[config.mk]
export PLATFORM = sky130hd
export DESIGN_NAME = xsim_dma_burst_master
export DESIGN_NICKNAME = d
export VERILOG_FILES = /design/src/rtl/xsim_dma_burst_master.sv
export SDC_FILE = /design/constraint.sdc
export NUM_CORES = 1
export LEC_CHECK = 0
export BUFFER_PORTS_ARGS = -buffer_cell sky130_fd_sc_hd__buf_2
export CAP_MARGIN = 20
export CORE_AREA = 2 2 136 138
export CTS_CLUSTER_SIZE = 12
export DETAILED_ROUTE_END_ITERATION = 12
export DIE_AREA = 0 0 138 140
export PLACE_DENSITY = 0.78
export SLEW_MARGIN = 20
export SYNTH_ARGS = -nofsm -noshare
export SYNTH_HDL_FRONTEND = slang
export SYNTH_SLANG_ARGS = --single-unit
export TNS_END_PERCENT = 1
[constraint.sdc]
create_clock -name CLK -period 3.85 [get_ports CLK]
set_clock_uncertainty 0.2 [all_clocks]
set_input_delay 0.1925 -clock CLK [delete_from_list [all_inputs] [get_ports CLK]]
set_output_delay 0.1925 -clock CLK [all_outputs]
set_load 0.01 [all_outputs]
[src/rtl/xsim_dma_burst_master.sv]
// ---------------------------------------------------------------------------
// xsim_dma_burst_master
//
// Requester-side engine for the xsim simulated-DMA word port. One burst
// command (handle, byte address, word count) is expanded into a sequence of
// single-word read requests or write32 beats, the address stepping by STRIDE
// bytes per word. Read data is returned on a valid/ready stream; write data
// is taken from a valid/ready stream.
//
// Ports
//   CLK, RST                    clock (posedge) and synchronous active-high reset
//   i_cmd_*, o_cmd_ready        burst command handshake (write, handle, addr, len)
//   o_rd_valid/data/last        read word stream, i_rd_ready consumer backpressure
//   i_wr_valid/data, o_wr_ready write word stream
//   o_done, o_done_write        one-cycle completion pulse and burst direction
//   *_readrequest               single-word read request to the responder
//   *_readresponse              response word from the responder
//   *_write32                   single-word write to the responder
// ---------------------------------------------------------------------------
module xsim_dma_burst_master #(
    parameter int LEN_W  = 16,
    parameter int STRIDE = 4
) (
    input  logic             CLK,
    input  logic             RST,
    input  logic             i_cmd_valid,
    output logic             o_cmd_ready,
    input  logic             i_cmd_write,
    input  logic [31:0]      i_cmd_handle,
    input  logic [31:0]      i_cmd_addr,
    input  logic [LEN_W-1:0] i_cmd_len,
    output logic             o_rd_valid,
    input  logic             i_rd_ready,
    output logic [31:0]      o_rd_data,
    output logic             o_rd_last,
    input  logic             i_wr_valid,
    output logic             o_wr_ready,
    input  logic [31:0]      i_wr_data,
    output logic             o_done,
    output logic             o_done_write,
    input  logic             i_rdy_readrequest,
    output logic             o_en_readrequest,
    output logic [31:0]      o_readrequest_handle,
    output logic [31:0]      o_readrequest_addr,
    input  logic             i_rdy_readresponse,
    output logic             o_en_readresponse,
    input  logic [31:0]      i_readresponse_data,
    output logic             o_en_write32,
    output logic [31:0]      o_write32_handle,
    output logic [31:0]      o_write32_addr,
    output logic [31:0]      o_write32_data
);

    localparam logic [1:0] ST_IDLE = 2'd0;
    localparam logic [1:0] ST_RD   = 2'd1;
    localparam logic [1:0] ST_WR   = 2'd2;
    localparam logic [1:0] ST_DONE = 2'd3;

    localparam logic [31:0]      STRIDE_B = 32'(STRIDE);
    localparam logic [LEN_W-1:0] LEN_ZERO = {LEN_W{1'b0}};
    localparam logic [LEN_W-1:0] LEN_ONE  = LEN_W'(1);

    logic [1:0]       r_state;
    logic             r_write;
    logic [31:0]      r_handle;
    logic [31:0]      r_cur_addr;
    logic [LEN_W-1:0] r_req_cnt;
    logic [LEN_W-1:0] r_resp_cnt;

    logic w_cmd_ready;
    logic w_rd_req_fire;
    logic w_rd_valid;
    logic w_rd_fire;
    logic w_wr_ready;
    logic w_wr_fire;
    logic w_done;

    // Handshake decode for the current state. Port enables are forced low
    // while RST is high so nothing reaches the responder during reset.
    always_comb begin
        w_cmd_ready   = 1'b0;
        w_rd_req_fire = 1'b0;
        w_rd_valid    = 1'b0;
        w_rd_fire     = 1'b0;
        w_wr_ready    = 1'b0;
        w_wr_fire     = 1'b0;
        w_done        = 1'b0;
        case (r_state)
            ST_IDLE: begin
                w_cmd_ready = 1'b1;
            end
            ST_RD: begin
                // The responder only raises rdy_readrequest when its slot is
                // free or being drained this cycle, so one word per clock is
                // possible without ever overrunning it.
                w_rd_req_fire = i_rdy_readrequest && (r_req_cnt != LEN_ZERO) && !RST;
                w_rd_valid    = i_rdy_readresponse && !RST;
                w_rd_fire     = w_rd_valid && i_rd_ready;
            end
            ST_WR: begin
                w_wr_ready = !RST;
                w_wr_fire  = i_wr_valid && !RST;
            end
            ST_DONE: begin
                w_done = 1'b1;
            end
            default: begin
                w_cmd_ready = 1'b0;
            end
        endcase
    end

    // Burst state machine, address stepping and word counters.
    always_ff @(posedge CLK) begin
        if (RST) begin
            r_state    <= ST_IDLE;
            r_write    <= 1'b0;
            r_handle   <= 32'd0;
            r_cur_addr <= 32'd0;
            r_req_cnt  <= LEN_ZERO;
            r_resp_cnt <= LEN_ZERO;
        end else begin
            case (r_state)
                ST_IDLE: begin
                    if (i_cmd_valid) begin
                        r_write    <= i_cmd_write;
                        r_handle   <= i_cmd_handle;
                        r_cur_addr <= i_cmd_addr;
                        r_req_cnt  <= i_cmd_len;
                        r_resp_cnt <= i_cmd_len;
                        if (i_cmd_len == LEN_ZERO) begin
                            r_state <= ST_DONE;
                        end else if (i_cmd_write) begin
                            r_state <= ST_WR;
                        end else begin
                            r_state <= ST_RD;
                        end
                    end
                end
                ST_RD: begin
                    if (w_rd_req_fire) begin
                        r_cur_addr <= r_cur_addr + STRIDE_B;
                        r_req_cnt  <= r_req_cnt - LEN_ONE;
                    end
                    // Completion is tied to the last response, not the last
                    // request, so no word is left in the responder's slot.
                    if (w_rd_fire) begin
                        r_resp_cnt <= r_resp_cnt - LEN_ONE;
                        if (r_resp_cnt == LEN_ONE) begin
                            r_state <= ST_DONE;
                        end
                    end
                end
                ST_WR: begin
                    if (w_wr_fire) begin
                        r_cur_addr <= r_cur_addr + STRIDE_B;
                        r_req_cnt  <= r_req_cnt - LEN_ONE;
                        if (r_req_cnt == LEN_ONE) begin
                            r_state <= ST_DONE;
                        end
                    end
                end
                ST_DONE: begin
                    r_state <= ST_IDLE;
                end
                default: begin
                    r_state <= ST_IDLE;
                end
            endcase
        end
    end

    assign o_cmd_ready          = w_cmd_ready;
    assign o_rd_valid           = w_rd_valid;
    assign o_rd_data            = w_rd_valid ? i_readresponse_data : 32'd0;
    assign o_rd_last            = w_rd_valid && (r_resp_cnt == LEN_ONE);
    assign o_en_readresponse    = w_rd_fire;
    assign o_en_readrequest     = w_rd_req_fire;
    assign o_readrequest_handle = (r_state == ST_RD) ? r_handle : 32'd0;
    assign o_readrequest_addr   = (r_state == ST_RD) ? r_cur_addr : 32'd0;
    assign o_wr_ready           = w_wr_ready;
    assign o_en_write32         = w_wr_fire;
    assign o_write32_handle     = (r_state == ST_WR) ? r_handle : 32'd0;
    assign o_write32_addr       = (r_state == ST_WR) ? r_cur_addr : 32'd0;
    assign o_write32_data       = (r_state == ST_WR) ? i_wr_data : 32'd0;
    assign o_done               = w_done;
    assign o_done_write         = w_done && r_write;

endmodule

# Yosys cells after proc, flatten, opt, wreduce, memory -nomap -nowiden
# Cells that the tools add are included.
dict set report totals {
  romBits 0
  output_inout_bits 201
  memories 0
  latchBits 0
  regBits 99
  ram_bits 0
  input_bits 152
  wordCells 68
}
dict set report classes {
  n_reduce_logical 17
  bitwise 0
  mul 0
  n_shift 0
  order_cmp 0
  add_sub_neg 3
  muxes 31
  eq_ne 11
  div 0
}
# op n
set ops {}
lappend ops {{32-bit two-way mux} 9}
lappend ops {{32-bit case mux with 3 select lines} 1}
lappend ops {{16-bit two-way mux} 4}
lappend ops {{16-bit case mux with 3 select lines} 1}
lappend ops {{32-bit by 3-bit adder with 32-bit output, second input constant} 1}
lappend ops {{16-bit by 1-bit equality test with 1-bit output, second input constant} 2}
lappend ops {{16-bit case mux with 2 select lines} 1}
lappend ops {{16-bit by 1-bit subtractor with 16-bit output, second input constant} 2}
lappend ops {{16-bit logical NOT} 1}
lappend ops {{16-bit nonzero test} 1}
lappend ops {{2-bit two-way mux} 7}
lappend ops {{2-bit != test, second input constant} 6}
lappend ops {{2-bit case mux with 4 select lines} 1}
lappend ops {{1-bit logical AND} 7}
lappend ops {{1-bit two-way mux} 7}
lappend ops {{5-bit AND reduction} 1}
lappend ops {{2-bit equality test, second input constant} 2}
lappend ops {{4-bit AND reduction} 1}
lappend ops {{3-bit AND reduction} 1}
lappend ops {{3-bit nonzero test} 1}
lappend ops {{2-bit by 1-bit equality test with 1-bit output, second input constant} 1}
lappend ops {{2-bit logical NOT} 1}
lappend ops {{2-bit AND reduction} 1}
lappend ops {{2-bit nonzero test} 1}
lappend ops {{1-bit logical NOT} 1}

# Longest topological paths before layout
# Gate-level depths: netlist of run 1.
dict set report logic_depth {
  ltp_word 6
  ltp_mapped 10
  depth_no_buf 7
}

# Worst setup path after synthesis of run 1
# No wires, ideal clock.
dict set report synth_timing {
  path_type {reg-to-reg}
  startpoint {register r_state[0]}
  endpoint {register r_req_cnt[9]}
  stages_incl_launch_ff 10
  path_slack_ps 1121
  setup_time_ps 116
  t_arrival_ps 2413
  path_buffers 2
  required_ps 3534
  synth_period_minus_slack_ps 2729
  cell_sequence {dfxtp_1 -> inv_1 -> ha_1 -> clkbuf_1 -> nor2b_1 -> a2111oi_1 -> a21o_1 -> buf_2 -> o21ai_0 -> a31o_2}
}
dict set report synth_via {
  elab_chain_cells 4
  word_cells_on_any_way 11
  classes_between {5 x eq/ne; 3 x mux; 3 x reduce/logical}
}
# element line
set synth_rtl {}
lappend synth_rtl {{from (decl)} 63} ;# logic [1:0] r_state;
lappend synth_rtl {{from (signal assigned)} 116} ;# r_state <= ST_IDLE;
lappend synth_rtl {{from (signal assigned)} 132} ;# r_state <= ST_DONE;
lappend synth_rtl {{from (signal assigned)} 134} ;# r_state <= ST_WR;
lappend synth_rtl {{2-bit by 1-bit equality test with 1-bit output or 2-bit equality test (tied branches)} {88, 123}}
lappend synth_rtl {{1-bit two-way mux} 88} ;# case (r_state)
lappend synth_rtl {{2-bit != test (no line)} n/a}
lappend synth_rtl {{4-bit AND reduction (no line)} n/a}
lappend synth_rtl {{to (signal assigned)} 129} ;# r_req_cnt <= i_cmd_len;
lappend synth_rtl {{to (signal assigned)} 143} ;# r_req_cnt <= r_req_cnt - LEN_ONE;
lappend synth_rtl {{to (signal assigned)} 157} ;# r_req_cnt <= r_req_cnt - LEN_ONE;
lappend synth_rtl {{to (decl)} 67} ;# logic [LEN_W-1:0] r_req_cnt;
# Parallel ways exist; a longest one is shown, timed or not.
# A chain may end at the register's enable or synchronous reset.

# Worst setup path in the final report of run 1
dict set report layout_timing {
  startpoint {register r_state[0]}
  endpoint {register r_cur_addr[2]}
}
dict set report layout_via {
  elab_chain_cells 4
  word_cells_on_any_way 11
  classes_between {5 x eq/ne; 3 x mux; 3 x reduce/logical}
}
# element line
set layout_rtl {}
lappend layout_rtl {{2-bit by 1-bit equality test with 1-bit output or 2-bit equality test (tied branches)} {88, 123}}
lappend layout_rtl {{1-bit two-way mux} 88}
lappend layout_rtl {{2-bit != test (no line)} n/a}
lappend layout_rtl {{4-bit AND reduction (no line)} n/a}
lappend layout_rtl {{to (signal assigned)} 128} ;# r_cur_addr <= i_cmd_addr;
lappend layout_rtl {{to (signal assigned)} 142} ;# r_cur_addr <= r_cur_addr + STRIDE_B;
lappend layout_rtl {{to (signal assigned)} 156} ;# r_cur_addr <= r_cur_addr + STRIDE_B;
lappend layout_rtl {{to (decl)} 66} ;# logic [31:0] r_cur_addr;
# Parallel ways exist; a longest one is shown, timed or not.

==> impl_metrics.ini, run 1 <==
[routing]
vias = 8426
drcViolationCount = 0
ant_nets = 0
drt_iter0_drc = 628
wire_per_inst_um = 17.1
drt_pass1_iterations = 6
viasPerCell = 5.48
wl_um = 26400

[finish]
regArea_um2 = 1980
num_antenna_cells = 0
final_nets = 1465
finish.utilization_pct = 53.5
area_growth_pct = 37.9
multiInputGateArea_um2 = 4490
layout.cells.non_filler = 1537
drive_gt1_share_pct = 32.0
final_area_um2 = 9510
n_fill_cell = 1646

[critical_path]
critPathArrivalTime_ps = 3120
end_kind = register
ff2ff_setup_slack_ps = 790
critical_path_class = reg -> reg
cp_slowest_stage_delay_ps = 810
slowest_stage = a2111oi_1
reg2reg_to = r_cur_addr[2]
reg2reg_depth = 8
startpoint = r_state[0]
worstPathRequired_ps = 3910
path_max_fanout = 41
cp-endpoint = r_cur_addr[2]
r2r-start = r_state[0]
worstPathCellList = inv_1 > ha_2 > nor2b_1 > a2111oi_1 > a21o_1 > buf_4 > o21ai_0 > a221oi_1
start_kind = register

[die]
die_w_um = 138
initial_core_util_pct = 38.8
row_count = 49
fp.dieArea_um2 = 19300
ios = 353
core_area_um2 = 17800
die_h_um = 140

[logic_synthesis]
synthesis.nets = 1126
ys.flop_type = dfxtp_1
syn_area_um2 = 6900
async_reset_ff_share_pct = 0
ys_warn_count = 0
synth.distinct_cells = 63
ys_top_cells_by_area = dfxtp_1 (29%), and2_1 (15%), nand2_1 (6.7%), a21oi_1 (6.4%), and3_1 (4.1%)
synth_top_area_share_pct = 28.7
synthCells = 964
synth_seq_cells = 99
syn_avg_cell_area_um2 = 7.16
yosysSeqAreaShare_pct = 28.7
synth_top_cell_by_area = dfxtp_1
synth-edff-count = 0

[global_route]
grt_max_degree = 101
first_global_vias = 7755
antenna_found_initial = 0
grt_pass1_wl_um = 41300
gr-usage-all-layers_pct = 25.9
grt_overflow_total = 0

[pwr]
internal-power_mw = 3.20
ir_worst_vdd_uv = 504
p_per_area_nw_per_um2 = 647
p_leak_nw = 4.65
finalPower_mw = 6.16
p_sw_share_pct = 48.0
p_sw_mw = 2.96
p_comb_share_pct = 55.2
clockPowerShare_pct = 16.5
power_frac_seq_pct = 28.3

[job]
drv_cap = 0

[min_path]
hold_path_depth = 3
hold_path.class = in -> reg

[timing]
min_period_ps = 3060
rsz0062_at_grt = no
hold_viol = 0
period_share_pct = 79.4
timing.fmax_mhz = 327
tightestPinTransition_ps = 893
slew_headroom_pct = 40.3
finalSetupViolations = 0
tns_ps = 0
finalMaxSlewViolations = 0

[placed_design]
portBuffers = 352
placed_area_um2 = 8740
gp_congestion = 0.843
dp_hpwl_um = 18600
dpl.cell_count = 1477

[clock_tree]
cts_sinks = 99
cts_tree = yes
clock_path_buffers = 2
clkLatencyLatePin_ps = 350
cts-buffers-inserted = 9
cts_root_buf = clkbuf_16
htreeDepth = 3
clkTransAtPathRegs_ps = 70
post_cts_resized = 0

[outcome]
status = completed
==> how the worst min path moves through the flow <==
stage                      from             end  slack, ps
6_report         i_cmd_addr[29]  r_cur_addr[29]         10
5_1_grt          i_cmd_addr[14]  r_cur_addr[14]         20
4_1_cts           i_cmd_addr[2]   r_cur_addr[2]          2
3_5_place_dp   i_cmd_handle[29]    r_handle[29]        240
3_3_place_gp    i_cmd_handle[7]     r_handle[7]        230
2_1_floorplan       i_cmd_write         r_write        130
==> flip-flops by register name (all words and copies together) (netlist names) <==
register	flops
r_resp_cnt	16
r_handle	32
r_write	1
r_state	2
r_req_cnt	16
r_cur_addr	32
==> cell type report <==
| cell class | instances | share of cell area [%] |
|---|---|---|
| multi-input combinational | 758 | 47.2 |
| timing repair buffer | 412 | 24.6 |
| sequential | 99 | 20.8 |
| tap | 229 | 3.01 |
| clock buffer | 10 | 2.51 |
| clock inverter | 6 | 0.934 |
| inverter | 23 | 0.908 |
==> per-layer routing <==
layer	global-route usage, %	part of all wire [%]	up-vias
li1	-	-	4068
met1	34.1	42	3843
met2	42.9	47	475
met3	4.65	8.7	40
met4	9.18	2.5	0
met5	0	0	-
==> power groups by stage <==
stage | Sequential [mW] | Clock [mW] | Combinational (mW)
floorplan | 1.60 | 0 | 2.54
global placement | 1.73 | 0 | 3.25
detailed placement | 1.75 | 0 | 3.33
CTS | 1.73 | 1.04 | 3.38
global route | 1.81 | 1.06 | 3.76
finish | 1.74 | 1.02 | 3.40
==> cell usage after synthesis (3+ instances only) <==
| master | n |
|---|---|
| nor2b_1 | 22 |
| a22oi_1 | 4 |
| o21ai_2 | 10 |
| or3_1 | 5 |
| a41oi_1 | 3 |
| nor4_1 | 17 |
| a21o_1 | 4 |
| o2bb2ai_1 | 3 |
| nand3_1 | 17 |
| nand2_1 | 123 |
| a31oi_1 | 6 |
| ha_1 | 10 |
| and3_1 | 45 |
| a21oi_1 | 88 |
| o21ai_1 | 9 |
| nand4_1 | 13 |
| o32ai_1 | 14 |
| o31a_1 | 10 |
| clkbuf_1 | 69 |
| nor2_1 | 46 |
| nor3_1 | 22 |
| a221oi_1 | 3 |
| buf_2 | 6 |
| nand2b_1 | 6 |
| and2_1 | 160 |
| and4_1 | 5 |
| buf_1 | 5 |
| a211oi_1 | 12 |
| or4_1 | 7 |
| inv_1 | 21 |
| a21oi_2 | 9 |
| mux2i_1 | 4 |
| dfxtp_1 | 99 |
| a32o_1 | 3 |
| o21ai_0 | 35 |
| o22ai_1 | 7 |
| mux2_2 | 4 |
==> worst max-delay path: cells and delay by family, from the launching register on <==
kind                       cells  cell delay [ps]
adders and majority gates      1              240
AOI/OAI and AO/OA              4             1420
DFF                            1              420
and+or+nand+nor                1              170
buffers and inverters          2              500
==> layout by cell type (no fill, tap or decap), types with 14 or more instances in the layout <==
| cell | count |
|---|---|
| a21oi_1 | 88 |
| and2_1 | 160 |
| and3_1 | 45 |
| buf_2 | 351 |
| buf_4 | 16 |
| dfxtp_1 | 99 |
| dlygate4sd3_1 | 44 |
| inv_1 | 21 |
| nand2_1 | 123 |
| nand3_1 | 17 |
| nor2_1 | 46 |
| nor2b_1 | 22 |
| nor3_1 | 22 |
| nor4_1 | 17 |
| o21ai_0 | 35 |
| o32ai_1 | 14 |
==> metrics by stage <==
stage	hold slack, ps	setup slack [ps]
global placement	234	929
floorplan	128	1120
global route	20.2	505
detailed placement	239	845
CTS	2.40	798
finish	13.5	793
==> repair_timing <==
item,CTS,global route
endpoints found under the hold margin,44,0
buffers inserted,0,0
hold buffers,44,0
==> cell families after synthesis <==
kind of cell / count (synthesis) / share of synthesized area [%]
AO/OA/AOI/OAI: 244 / 23.2
multiplexers: 8 / 1.23
buffers and inverters: 107 / 6.26
AND/OR/NAND/NOR: 496 / 38.8
flip-flops: 99 / 28.7
adder cells (fa/ha/maj): 10 / 1.81
No activity file was read; power rests on OpenSTA's default activity.
==> run 2, diff against run 1 <==
==> constraint.sdc (replaced) <==
create_clock -name CLK -period 3 [get_ports CLK]
set_clock_uncertainty 0.2 [all_clocks]
set_input_delay 0.15 -clock CLK [delete_from_list [all_inputs] [get_ports CLK]]
set_output_delay 0.15 -clock CLK [all_outputs]
set_load 0.01 [all_outputs]
==> impl_metrics.ini, run 2 (same netlist as run 1, synthesis figures left out) <==
[outcome]
status = completed

[die]
row_count = 49
die_h_um = 140
initial_core_util_pct = 38.8
core_area_um2 = 17800
ios = 353
die_w_um = 138
fp.dieArea_um2 = 19300

[timing]
period_share_pct = 94.2
finalMaxSlewViolations = 0
tns_ps = 0
hold_slack_ps = 15.6
rsz0062_at_grt = no
finalSetupViolations = 0
hold_viol = 0
tightestPinTransition_ps = 793
timing.fmax_mhz = 354
slew_headroom_pct = 47.1
min_period_ps = 2830

[clock_tree]
cts_tree = yes
clkLatencyLatePin_ps = 350
cts_sinks = 99
cts-buffers-inserted = 9
htreeDepth = 3
cts_root_buf = clkbuf_16
clkTransAtPathRegs_ps = 70
postCtsSetupBuffers = 0
clock_path_buffers = 2

[global_route]
grt_pass1_wl_um = 41800
grt_max_degree = 102
antenna_found_initial = 0
gr-usage-all-layers_pct = 26.3
grt_overflow_total = 0
first_global_vias = 7877

[placed_design]
gp_congestion = 0.900
portBuffers = 352
dp_hpwl_um = 19500

[pwr]
ir_worst_vdd_uv = 641
power_frac_seq_pct = 27.0
finalPower_mw = 8.26
clockPowerShare_pct = 17.7
p_per_area_nw_per_um2 = 838
p_sw_mw = 3.83
internal-power_mw = 4.44
p_leak_nw = 4.82
p_sw_share_pct = 46.3
p_comb_share_pct = 55.3

[critical_path]
worstPathCellList = inv_1 > ha_1 > or3b_1 > or4_4 > a21o_2 > buf_12 > nand2_1 > o32ai_1
slowest_stage = or4_4
worstPathRequired_ps = 3020
cp_slowest_stage_delay_ps = 600
start_kind = register
worst-path-buf-inv = 2
critical_path_class = reg -> reg
end_kind = register
path_max_fanout = 31
critPathArrivalTime_ps = 2840
cpLargestDelayFamily = simple AND/OR/NAND/NOR gates

[routing]
wire_per_inst_um = 17.1
ant_nets = 0
drcViolationCount = 0
vias = 8538
wl_um = 26800
drt_pass1_iterations = 5
drt_iter0_drc = 581
viasPerCell = 5.45

[min_path]
hold_path.class = in -> reg

[finish]
final_cell_mix = buf_2 (351), and2_1 (160), nand2_1 (123)
final_common_cell = buf_2
num_antenna_cells = 0
drive_gt1_share_pct = 32.1
top_regs = r_cur_addr (32), r_handle (32)
area_growth_pct = 42.9
final_nets = 1495
finish.utilization_pct = 55.4

[job]
drv_cap = 0
-- run 2: cell count changes in the layout (fill, tap and decap cells not counted), sizes merged --
cell and delta:
buf +11, bufinv +2, clkinv -1, clkinvlp -1, dlygate4sd3 +19
-- run 2: power groups by stage --
stage                     clock network [mW]  logic [mW]  registers (mW)
final                                   1.46        4.57            2.23
after global placement                     0        4.33            2.21
after global routing                    1.54        5.02            2.30
after detailed placement                   0        4.44            2.23
after floorplan                            0        3.26            2.05
after CTS                               1.49        4.53            2.21
-- run 2: area by class of cell --
class / count / area (um2)
Clock buffer: 10 / 239
Clock inverter: 6 / 136
Fill cell: 1695 / 7920
Inverter: 23 / 86.3
Multi-Input combinational cell: 758 / 4490
Sequential cell: 99 / 1980
Tap cell: 229 / 287
Timing Repair Buffer: 442 / 2640
-- run 2: metrics by stage --
step / instances / instance area (um2) / setup slack (ps)
floorplan: 964 / 6900 / 271
global placement: 1488 / 8850 / 233
detailed placement: 1488 / 8850 / 149
CTS: 1567 / 9860 / 136
global route: 1567 / 9860 / 23.7
finish: 1567 / 9860 / 173
-- run 2: repair_timing --
item                       4_1_cts  5_1_grt
setup endpoints to repair        0       11
hold endpoints to repair        65        0
resized for setup                0        1
hold buffers                    63        0
-- run 2: worst min-delay path, cell delays in order --
cell and delay (ps):
buf_2 120, o22ai_1 150, a211oi_1 90
-- run 2: final timing paths --
check	start	to	slack (ps)	depth (start not counted)
setup / recovery	r_req_cnt[0]	r_cur_addr[26]	170	8
hold / removal	i_cmd_addr[16]	r_cur_addr[16]	20	3
setup reg to reg	r_req_cnt[0]	r_cur_addr[26]	170	8
hold reg to reg	r_write	r_write	260	2
-- run 2: per-layer routing --
layer | routed length (um) | track usage [%] | vias to the layer above
li1 | - | - | 4112
met1 | 11500 | 34.4 | 3966
met2 | 12700 | 44.0 | 421
met3 | 2100 | 5.81 | 39
met4 | 539 | 7.25 | 0
met5 | 0 | 0 | -
